<file path="src/rtl/pes_bcdbin_n.sv">
// pes_bcdbin_n
// Packed-BCD to binary converter built on serial reverse double-dabble.
// Each OP cycle shifts the digit vector right by one bit. The bit that falls
// out of digit 0 enters the result MSB. Any nibble that ends up >= 8 then
// has 3 subtracted from it. After BW cycles the result holds the value.
// An operand with a nibble above 9 skips the shifting: err is set and the
// block goes straight to DONE.
//
// Ports
//   i_clk        clock, rising edge
//   i_rst        synchronous active-high reset
//   i_start      conversion request, taken only while o_ready=1
//   i_bcd        packed BCD operand, i_bcd[3:0] is the least-significant digit
//   o_bin        binary result, final from the o_done_tick cycle on
//   o_ready      high in IDLE only
//   o_done_tick  one-cycle pulse in DONE
//   o_err        last accepted operand contained a nibble > 9
//
// state  | meaning
// S_IDLE | waiting for i_start, operand captured on acceptance
// S_OP   | one shift/correct step per cycle, BW steps in total
// S_DONE | result valid, o_done_tick pulse, back to IDLE next cycle
module pes_bcdbin_n #(
  parameter int NDIG = 4,
  parameter int BW   = 14
) (
  input  logic              i_clk,
  input  logic              i_rst,
  input  logic              i_start,
  input  logic [4*NDIG-1:0] i_bcd,
  output logic [BW-1:0]     o_bin,
  output logic              o_ready,
  output logic              o_done_tick,
  output logic              o_err
);

  localparam int DW = 4 * NDIG;
  localparam int CW = $clog2(BW + 1);
  localparam logic [CW-1:0] CNT_LOAD = CW'(BW);
  localparam logic [CW-1:0] CNT_ONE  = CW'(1);

  typedef enum logic [1:0] {
    S_IDLE = 2'd0,
    S_OP   = 2'd1,
    S_DONE = 2'd2
  } state_t;

  state_t          r_state;
  logic [DW-1:0]   r_digits;
  logic [BW-1:0]   r_bin;
  logic [CW-1:0]   r_cnt;
  logic            r_err;

  logic [DW-1:0]   w_shift;
  logic [DW-1:0]   w_adj;
  logic [NDIG-1:0] w_nib_bad;
  logic            w_bad;

  assign w_shift = r_digits >> 1;

  for (genvar g = 0; g < NDIG; g++) begin : g_nib
    // After the shift, bit 3 of a nibble set means the LSB of the digit above
    // came in, worth 10/2 = 5 here. That shows up as 8, so take 3 off.
    assign w_adj[4*g +: 4] = w_shift[4*g+3] ? (w_shift[4*g +: 4] - 4'd3)
                                            : w_shift[4*g +: 4];
    // A nibble above 9 is 1010..1111: bit 3 set together with bit 2 or bit 1.
    assign w_nib_bad[g] = i_bcd[4*g+3] & (i_bcd[4*g+2] | i_bcd[4*g+1]);
  end

  assign w_bad = |w_nib_bad;

  always_ff @(posedge i_clk) begin
    if (i_rst) begin
      r_state  <= S_IDLE;
      r_digits <= '0;
      r_bin    <= '0;
      r_cnt    <= '0;
      r_err    <= 1'b0;
    end else begin
      case (r_state)
        S_IDLE: begin
          if (i_start) begin
            r_digits <= i_bcd;
            r_bin    <= '0;
            r_err    <= w_bad;
            if (w_bad) begin
              r_state <= S_DONE;
            end else begin
              r_cnt   <= CNT_LOAD;
              r_state <= S_OP;
            end
          end
        end
        S_OP: begin
          r_bin    <= {r_digits[0], r_bin[BW-1:1]};
          r_digits <= w_adj;
          r_cnt    <= r_cnt - CNT_ONE;
          if (r_cnt == CNT_ONE) begin
            r_state <= S_DONE;
          end
        end
        S_DONE: begin
          r_state <= S_IDLE;
        end
        default: begin
          r_state <= S_IDLE;
        end
      endcase
    end
  end

  assign o_bin       = r_bin;
  assign o_err       = r_err;
  assign o_ready     = (r_state == S_IDLE);
  assign o_done_tick = (r_state == S_DONE);

endmodule

</file>
<file path="config.mk">
export PLATFORM = sky130hd
export DESIGN_NAME = pes_bcdbin_n
export DESIGN_NICKNAME = d
export VERILOG_FILES = /design/src/rtl/pes_bcdbin_n.sv
export SDC_FILE = /design/constraint.sdc
export NUM_CORES = 1
export LEC_CHECK = 0
export BUFFER_PORTS_ARGS = -buffer_cell sky130_fd_sc_hd__buf_4
export CORE_MARGIN = 8
export CORE_UTILIZATION = 58
export CTS_CLUSTER_DIAMETER = 30
export CTS_CLUSTER_SIZE = 24
export DETAILED_ROUTE_END_ITERATION = 16
export MAX_ROUTING_LAYER = met4
export PLACE_DENSITY_LB_ADDON = 0.25
export SYNTH_ARGS = -nofsm -noshare
export SYNTH_HDL_FRONTEND = slang
export SYNTH_SLANG_ARGS = --single-unit
</file>
<file path="constraint.sdc">
create_clock -name i_clk -period 2.5 [get_ports i_clk]
set_clock_uncertainty 0.2 [all_clocks]
set_input_delay 0.125 -clock i_clk [delete_from_list [all_inputs] [get_ports i_clk]]
set_output_delay 0.125 -clock i_clk [all_outputs]
set_load 0.02 [all_outputs]
</file>
After elaboration in Yosys (flattened, before gate mapping)
Index checks and enable logic that the tools add are counted.
{ "word_totals": {"reg_bits": 37, "latch_bits": 0, "ram_bits": 0, "mem_bits_ro": 0, "inputBits": 19, "out_inout_bits": 17, "mem_count": 0} }
{ "op_classes": {"addsub": 4, "n_mul": 0, "n_div": 0, "n_lt_le_gt_ge": 0, "n_eq_ne": 6, "shifts": 0, "muxes": 14, "n_bitwise": 8, "n_reduce_logical": 7} }
{ "ops": {"columns": ["op", "count"], "rows": [
  ["$pmux W16 S2", 1],
  ["$pmux W14 S2", 1],
  ["$mux W4", 5],
  ["$mux W16", 1],
  ["$mux W14", 1],
  ["$sub A4 B2 Y4 const B", 3],
  ["$pmux W4 S2", 1],
  ["$mux W2", 3],
  ["$ne A2 B2 Y1 const B", 3],
  ["$reduce_and A2 Y1", 3],
  ["$and A1 B1 Y1", 4],
  ["$eq A4 B1 Y1 const B", 1],
  ["$or A1 B1 Y1", 4],
  ["$pmux W2 S2", 1],
  ["$reduce_or A4 Y1", 1],
  ["$sub A4 B1 Y4 const B", 1],
  ["$reduce_and A3 Y1", 1],
  ["$eq A2 B1 Y1 const B", 1],
  ["$eq A2 B2 Y1 const B", 1],
  ["$logic_not A2 Y1", 1],
  ["$reduce_bool A2 Y1", 1]
]} }

Logic depth before layout (Yosys ltp)
Gate-level depths: netlist of the first run.
{ "depth": {"ltp_word": 6, "ltp_mapped": 7, "ltp_nobuf": 6} }

Worst setup path after synthesis of the first run
Ideal clock, no wire load.
{ "synth_path": {"path_kind": "register -> register", "start": "reg r_digits[1]", "end": "reg r_digits[1]", "setup_time_ns": 0.133, "arrival_ns": 1.156, "required_ns": 2.167, "slack_ns": 1.011, "stages_incl_launch_ff": 5, "n_path_buf": 0, "path_cell_list": "dfxtp_1 > ha_1 > mux2_2 > a221oi_1 > nor3_1"} }
{ "synth_via": {"elab_chain_cells": 3} }
{ "synth_lines": {"columns": ["element", "line", "rtl"], "rows": [
  ["from (decl)", "49", "logic [DW-1:0] r_digits;"],
  ["from (signal assigned)", "83", "r_digits <= i_bcd;"],
  ["from (signal assigned)", "96", "r_digits <= w_adj;"],
  ["$sub A4 B2 Y4", "64", "assign w_adj[4*g +: 4] = w_shift[4*g+3] ? (w_shift[4*g +: 4] - 4'd3)"],
  ["$mux W4", "64", null],
  ["$pmux W16 S2", "80", "case (r_state)"]
]} }
No other way between the ends.
A chain may end at the register's enable or synchronous reset.

Worst setup path in the final report of the first run
{ "layout_path": {"start": "in i_start", "end": "reg r_digits[15]"} }
{ "layout_via": {"elab_chain_cells": 2} }
{ "layout_lines": {"columns": ["element", "line", "rtl"], "rows": [
  ["from (decl)", "29", "input logic i_start,"],
  ["$ne A2 B2 Y1 (no source line)", null, null],
  ["$reduce_and A2 Y1 (no source line)", null, null]
]} }
No other way between the ends.

==> results.sh, run 1 <==
export IMPL_status="completed"
export IMPL_routed_via_count=1666
export IMPL_post_route_util=0.7676
export IMPL_die_area_um2=5099
export IMPL_drt_total_wl_mm=4.439
export IMPL_clockBufferDepth=2
export IMPL_cap_violations=0
export IMPL_clk_latency_ns=0.35
export IMPL_power_density_nw_per_um2=560.7
export IMPL_synthesis_area_um2=1780
export IMPL_synth_area_leaders="dfxtp_1 42%, nor2_1 8.9%, a22oi_1 7.6%, xnor2_1 3.9%, nand2_1 3.6%"
export IMPL_cts_inserted_buffers=5
export IMPL_fp_dieW_um=71.41
export IMPL_antenna_found_initial=0
export IMPL_syn2layout_area_growth_pct=28.39
export IMPL_cts_root_buf="clkbuf_4"
export IMPL_critical_path_class="primary input to flip-flop"
export IMPL_portBuffers=35
export IMPL_synth_top_area_share=0.4160
export IMPL_cts_htree_levels=2
export IMPL_tritoncts="yes"
export IMPL_synth_main_ff_cell="dfxtp_1"
export IMPL_yosys_warnings=0
export IMPL_drc=0
export IMPL_hp_class="primary input to flip-flop"
export IMPL_drt_iter0_markers=154
export IMPL_finalMaxSlewViolations=0
export IMPL_place_gp_congestion=0.8322
export IMPL_fmax_ghz=0.4306
export IMPL_crit_required_ns=2.60
export IMPL_grt_start_max_net_pins=38
export IMPL_synth_seq_cells=37
export IMPL_synth_async_sr_flop_share=0
export IMPL_via_per_inst=5.705
export IMPL_synth_most_common_cell="nor2_1"
export IMPL_drive_gt1_frac=0.2162
export IMPL_grt_use_total=0.1933
export IMPL_synth_enable_flop_cells=0
export IMPL_ant_nets=0
export IMPL_core_um2=2978
export IMPL_tns_ns=0
export IMPL_startpoint_type="primary input"
export IMPL_yosys_area_top_type="dfxtp_1"
export IMPL_post_drt_wl_per_cell_um=15.20
export IMPL_synth_common_cells="42 x nor2_1, 37 x dfxtp_1, 18 x a22oi_1"
export IMPL_maxSlewHeadroom=0.4753
export IMPL_worst_pin_slew_ns=0.7854
export IMPL_final_cells=292
export IMPL_timing_final_crit_share=0.9290
export IMPL_multiInputGateArea_um2=944.7
export IMPL_grt_pass1_wl_mm=7.693
export IMPL_clk_pin_slew_ns=0.11
export IMPL_hold_worst_slack_ns=0.02059
export IMPL_rsz0062_at_grt="no"
export IMPL_cts_sinks=37
export IMPL_hpwl_mm=2.839
export IMPL_grt_overflow=0
export IMPL_syn_nets=234
export IMPL_setup_viol=0
export IMPL_hold_viol=0
export IMPL_synth_seq_area_share=0.4160
export IMPL_dp_cells=266
export IMPL_crit_arrival_ns=2.42
export IMPL_rows=20
export IMPL_grt_pass1_vias=1679
export IMPL_cts_setup_buffers=0
export IMPL_worst_ir_drop_vdd_v=0.0004024
export IMPL_die_y_um=71.41
export IMPL_ios=36
export IMPL_diodes=0
export IMPL_nNetsFinal=282
export IMPL_worst_setup_path_end_kind="flip-flop"
export IMPL_synth_cell_types=30
export IMPL_power_mw=1.282
export IMPL_layout_min_cycle_time_ns=2.322
export IMPL_drtPass1Iterations=4
export IMPL_syn_inst=210
export IMPL_seqCellArea_um2=742.0
export IMPL_path_max_fanout=10
export IMPL_start_util=0.5979
export IMPL_nFillCells=233
export IMPL_avgSynthCellArea_um2=8.478
export IMPL_leakage_nw=0.9536
==> sequential cells by signal (all words and copies together), names as in the netlist <==
name and cells:
o_bin 14, r_state 2, r_cnt 4, o_err 1
r_digits 16
==> logic make-up after synthesis <==
family / after synthesis / share of synthesized area
AOI/OAI and AO/OA: 53 / 0.2193
xor gates and xnor gates: 8 / 0.03936
adders and majority gates: 5 / 0.03514
buffers and inverters: 20 / 0.05481
DFF: 37 / 0.4160
muxes: 3 / 0.01897
and+or+nand+nor: 84 / 0.2164
==> routing by layer <==
layer,up-vias,wire (um),track usage
met5,-,0,-
met4,0,84,0.09007
met3,8,247,0.05579
met2,58,2155,0.3061
met1,760,1951,0.2202
li1,840,-,-
==> worst max-delay path: stages <==
cell           delay, ns
dlygate4sd3_1       0.54
buf_4               0.17
nor2b_1             0.65
a22o_1              0.24
a22oi_1             0.07
nor2_1              0.10
dlygate4sd3_1       0.54
==> metrics by stage <==
stage | setup WS, ns | instance area [um^2]
global route | 0.009749 | 2286
detailed placement | 0.5366 | 2034
CTS | 0.07248 | 2285
finish | 0.1776 | 2286
global placement | 0.5298 | 2034
floorplan | 1.011 | 1780
==> power by group <==
part | switching, mW | total [mW] | internal [mW]
Combinational | 0.125 | 0.254 | 0.129
Clock | 0.201 | 0.364 | 0.163
Sequential | 0.0402 | 0.665 | 0.624
Total | 0.366 | 1.28 | 0.916
==> worst paths after layout <==
check                from            to  slack, ns  depth (start not counted)
max               i_start  r_digits[15]       0.18                          7
min              i_bcd[4]   r_digits[4]       0.02                          5
max reg2reg    r_state[1]  r_digits[13]       0.21                          5
min reg2reg  r_digits[13]  r_digits[12]       0.30                          2
==> final cells by class <==
type                    instances  share of cell area
flip-flops and latches         37              0.3246
multi-input cells             153              0.4132
clock inverters                 1            0.002189
inverters                       4            0.006568
well taps                      33             0.01806
repair buffers                 57              0.2069
clock buffers                   7             0.02846
==> cells in the final DEF (no fill, tap or decap), types with 8 or more instances in the layout <==
cell and instances:
dlygate4sd3_1 18, nand2_1 17, nor2_1 42, dfxtp_1 36, a21oi_1 10, a22oi_1 18
buf_4 39, xnor2_1 8, nor3_1 12
==> what timing repair did <==
item	4_1_cts	5_1_grt
hold buffers	18	0
hold endpoints to repair	32	0
resized for setup	0	1
endpoints found under the setup margin	0	1
Power figures use the tool's default switching activity.
==> inputs of run 2 (changes only) <==
CORE_UTILIZATION = 39   (was 58)
clock period = 2.4 ns   (was 2.5 ns; I/O delays follow)
==> run 2 against run 1 <==
Combinational power barely moved. Utilization fell by 25 points. Total power rose by 18%. Sequential power rose by 3.8%. Clock power rose by 57%. Register-to-register slack improved by 0.25 ns. Design area did not move. Flip-flop and latch count did not move. Sequential share of layout area fell by 0.055 points. Global-route usage fell by 6.1 points. Via count fell by 3.1%. Critical endpoint is now r_digits[13].
==> results.sh, run 2 (synthesis results as in run 1) <==
export IMPL_startpoint_type="flip-flop"
export IMPL_worst_pin_slew_ns=0.5460
export IMPL_crit_required_ns=2.41
export IMPL_leakage_nw=0.9384
export IMPL_fp_dieW_um=83.57
export IMPL_worst_ir_drop_vdd_v=0.0003613
export IMPL_drc=0
export IMPL_rsz0062_at_grt="no"
export IMPL_fmax_ghz=0.5167
export IMPL_drive_gt1_frac=0.2222
export IMPL_nNetsFinal=275
export IMPL_grt_overflow=0
export IMPL_cap_violations=0
export IMPL_grt_pass1_vias=1685
export IMPL_via_per_inst=5.313
export IMPL_maxSlewHeadroom=0.6351
export IMPL_post_drt_wl_per_cell_um=14.61
export IMPL_setup_viol=0
export IMPL_finalMaxSlewViolations=0
export IMPL_timing_final_crit_share=0.8064
export IMPL_ctsResizeCount=0
export IMPL_path_cells="nor2b_2, buf_4, nand2_1, a311oi_2"
export IMPL_mostFrequentLayoutCells="42 x nor2_1, 40 x buf_4, 37 x dfxtp_1"
export IMPL_portBuffers=35
export IMPL_core_um2=4384
export IMPL_clk_latency_ns=0.29
export IMPL_critical_path_class="flip-flop to flip-flop"
export IMPL_clockBufferDepth=2
export IMPL_setup_slack_ns=0.4646
export IMPL_cts_sinks=37
export IMPL_drt_iter0_markers=128
export IMPL_hold_viol=0
export IMPL_grt_start_max_net_pins=38
export IMPL_diodes=0
export IMPL_start_util=0.4061
export IMPL_cpMaxStageDelayCell="dfxtp_1"
export IMPL_dp_slack_ns=0.4803
export IMPL_antenna_found_initial=0
export IMPL_path_max_fanout=18
export IMPL_drtPass1Iterations=4
export IMPL_layout_commonest_cell="nor2_1"
export IMPL_layout_min_cycle_time_ns=1.935
export IMPL_cts_htree_levels=2
export IMPL_hp_class="primary input to flip-flop"
export IMPL_top_register="r_digits"
export IMPL_grt_pass1_wl_mm=7.748
export IMPL_grt_use_total=0.1319
export IMPL_largest_reg_flops=16
export IMPL_die_area_um2=6983
export IMPL_tns_ns=0
export IMPL_ios=36
export IMPL_cpPeakStageDelay_ns=0.64
export IMPL_rows=24
export IMPL_place_gp_congestion=0.7814
export IMPL_tritoncts="yes"
export IMPL_cts_root_buf="clkbuf_8"
export IMPL_syn2layout_area_growth_pct=28.39
export IMPL_clk_pin_slew_ns=0.08
export IMPL_drt_total_wl_mm=4.442
export IMPL_hpwl_mm=3.046
export IMPL_worst_setup_path_end_kind="flip-flop"
export IMPL_routed_via_count=1615
export IMPL_ant_nets=0
export IMPL_power_density_nw_per_um2=662.6
export IMPL_cts_inserted_buffers=5
export IMPL_status="completed"
export IMPL_die_y_um=83.57
export IMPL_crit_arrival_ns=1.94
[run 2: timing repair]
item	CTS	global route
hold buffers	10	0
endpoints found under the hold margin	10	0
setup buffers	0	0
[run 2: final timing paths]
check	from	endpoint	slack (ns)	cells after the start
worst max-delay path	r_state[0]	r_digits[13]	0.46	4
worst min-delay path	i_start	r_digits[7]	0.03	4
worst max register to register	r_state[0]	r_digits[13]	0.46	4
worst min register to register	r_digits[13]	r_digits[12]	0.29	2
[run 2: cell type report]
| class | instances | area [um^2] |
|---|---|---|
| multi-input combinational | 153 | 944.7 |
| clock buffer | 6 | 82.58 |
| fill | 426 | 2098 |
| sequential | 37 | 740.7 |
| inverter | 4 | 15.01 |
| tap | 52 | 65.06 |
| timing repair buffer | 50 | 400.4 |
| clock inverter | 2 | 37.54 |
[run 2: critical path: cells and delay by family, from the launching register on]
family,cells,cell delay (ns)
buffers and inverters,1,0.28
AND/OR/NAND/NOR,2,0.49
AO/OA/AOI/OAI,1,0.23
flip-flops,1,0.64
[run 2: routing by layer]
metal  global-route usage  wire, um  share of wire  vias to the layer above
li1                     -         -              -                      820
met1               0.1671      2202           0.50                      747
met2               0.1979      1941           0.44                       41
met3              0.03516       243          0.055                        7
met4              0.04239        55          0.012                        0
met5                    -         0              0                        -
[run 2: per-stage QoR]
step                hold slack [ns]  instance area [um^2]  total power, mW    util  instances
finish                      0.03351                  2286            1.515  0.5214        304
global route                0.04936                  2286            1.589  0.5214        304
CTS                         0.03423                  2286            1.530  0.5214        304
detailed placement           0.2158                  2066           0.9470  0.4712        286
global placement             0.2091                  2066           0.9446  0.4712        286
floorplan                   0.07896                  1780           0.8719       -        210
[run 2: power breakdown]
part / leakage [nW] / switching, mW / internal, mW / total, mW
registers: 0.302 / 0.0400 / 0.650 / 0.690
logic: 0.579 / 0.129 / 0.126 / 0.255
clock network: 0.0574 / 0.232 / 0.338 / 0.570
==> inputs of run 3 (changes only) <==
clock period = 1.6 ns   (was 2.4 ns; I/O delays follow)
==> run 3 against run 2 <==
Maximum frequency up 25%. Register-to-register slack lost 0.41 ns. Hold slack worse by 0.029 ns. Non-clock buffer count up 18. Setup slack got worse by 0.41 ns. Total power grew 49%. Sequential power up 49%. Sequential share of layout area is 1.9 points lower. Via count up 4.6%. Flip-flop and latch count unchanged. Highest routed layer unchanged.
==> results.sh, run 3 (synthesis results as in run 1) <==
export IMPL_hpwl_mm=3.222
export IMPL_path_max_fanout=4
export IMPL_cts_root_buf="clkbuf_8"
export IMPL_worst_setup_path_end_kind="flip-flop"
export IMPL_routed_via_count=1690
export IMPL_critical_path_class="flip-flop to flip-flop"
export IMPL_fp_dieW_um=83.57
export IMPL_layout_min_cycle_time_ns=1.549
export IMPL_cpMaxStageDelayCell="dfxtp_2"
export IMPL_crit_required_ns=1.55
export IMPL_crit_arrival_ns=1.50
export IMPL_core_um2=4384
export IMPL_drc=0
export IMPL_worst_pin_slew_ns=0.3966
export IMPL_reg2regPathDepth=4
export IMPL_cpPeakStageDelay_ns=0.34
export IMPL_hold_worst_slack_ns=0.004994
export IMPL_hp_class="primary input to flip-flop"
export IMPL_antenna_found_initial=0
export IMPL_cap_violations=0
export IMPL_cts_htree_levels=2
export IMPL_post_drt_wl_per_cell_um=14.26
export IMPL_tritoncts="yes"
export IMPL_path_delay_family="flip-flops"
export IMPL_cts_inserted_buffers=5
export IMPL_syn2layout_area_growth_pct=37.81
export IMPL_largest_reg_flops=16
export IMPL_status="completed"
export IMPL_drive_gt1_frac=0.2974
export IMPL_path_depth=4
export IMPL_whs_path_depth=4
export IMPL_nFillCells=423
export IMPL_die_area_um2=6983
export IMPL_path_buf_inv=0
export IMPL_grt_pass1_vias=1695
export IMPL_grt_use_total=0.1391
export IMPL_start_util=0.4061
export IMPL_grt_pass1_wl_mm=8.086
export IMPL_power_mw=2.256
export IMPL_finalMaxSlewViolations=0
export IMPL_die_y_um=83.57
export IMPL_drt_total_wl_mm=4.577
export IMPL_leakage_nw=1.035
export IMPL_dp_slack_ns=0.04118
export IMPL_grt_overflow=0
export IMPL_post_route_util=0.5596
export IMPL_grt_start_max_net_pins=38
export IMPL_cts_sinks=37
export IMPL_place_gp_congestion=0.8153
export IMPL_via_per_inst=5.265
export IMPL_hold_viol=0
export IMPL_maxSlewHeadroom=0.7356
export IMPL_drt_iter0_markers=78
export IMPL_diodes=0
export IMPL_worst_ir_drop_vdd_v=0.0007164
export IMPL_drtPass1Iterations=5
export IMPL_layout_commonest_cell="buf_4"
export IMPL_clk_pin_slew_ns=0.07
export IMPL_clockBufferDepth=2
export IMPL_final_cells=321
export IMPL_startpoint_type="flip-flop"
export IMPL_mostFrequentLayoutCells="54 x buf_4, 42 x nor2_1, 31 x dfxtp_1"
export IMPL_setup_slack_ns=0.05115
export IMPL_portBuffers=35
export IMPL_power_density_nw_per_um2=919.4
export IMPL_ant_nets=0
export IMPL_dp_cells=302
export IMPL_timing_final_crit_share=0.9680
export IMPL_fmax_ghz=0.6456
export IMPL_path_cells="ha_1, mux2_2, a221oi_1, nor3_1"
export IMPL_clk_latency_ns=0.28
export IMPL_setup_viol=0
export IMPL_ios=36
export IMPL_rows=24
export IMPL_top_register="r_digits"
export IMPL_nNetsFinal=293
export IMPL_cts_setup_buffers=0
==> run 3: changes by cell type in the layout (fill, tap and decap cells not counted), sizes merged <==
| cell | previous run | this run |
|---|---|---|
| clkinvlp | 1 | 0 |
| dlygate4sd3 | 10 | 12 |
| clkbuf | 6 | 5 |
| buf | 40 | 56 |
| clkinv | 0 | 1 |
==> run 3: routing by layer <==
metal,global-route usage,routed length [um],vias up
met2,0.2049,2017,54
li1,-,-,856
met4,0.04710,90,0
met3,0.04199,284,9
met5,-,0,-
met1,0.1753,2185,771
==> run 3: timing repair <==
item                                    4_1_cts  5_1_grt
hold endpoints to repair                     18        0
resized for setup                             0       11
hold buffers                                 12        0
endpoints found under the setup margin        0       14
==> run 3: per-stage QoR <==
step	setup TNS [ns]	area [um^2]
2_1_floorplan	0	1780
3_3_place_gp	0	2198
3_5_place_dp	0	2198
4_1_cts	0	2422
5_1_grt	-0.01316	2454
6_report	0	2454
==> run 3: layout make-up <==
| type | instances | area [um^2] | area share |
|---|---|---|---|
| clock inverters | 2 | 35.03 | 0.01428 |
| repair buffers | 68 | 556.8 | 0.2269 |
| well taps | 52 | 65.06 | 0.02652 |
| flip-flops and latches | 37 | 748.2 | 0.3049 |
| multi-input cells | 153 | 964.7 | 0.3932 |
| inverters | 4 | 15.01 | 0.006119 |
| clock buffers | 5 | 68.82 | 0.02805 |
==> run 3: power breakdown <==
part	internal, mW	switching [mW]
registers	0.978	0.0475
logic	0.243	0.224
clock network	0.453	0.311
total	1.67	0.582
==> run 3: worst paths after layout <==
check                                    end  slack (ns)   startpoint
worst max-delay path             r_digits[5]        0.05  r_digits[5]
worst min-delay path            r_digits[11]       0.005      i_start
worst max register to register   r_digits[5]        0.05  r_digits[5]
worst min register to register   r_digits[0]        0.30  r_digits[0]
==> run 3: worst min-delay path, delay by kind of cell <==
kind	cells	cell delay [ns]
AOI/OAI and AO/OA	1	0.08
buffers and inverters	1	0.15
and+or+nand+nor	2	0.13
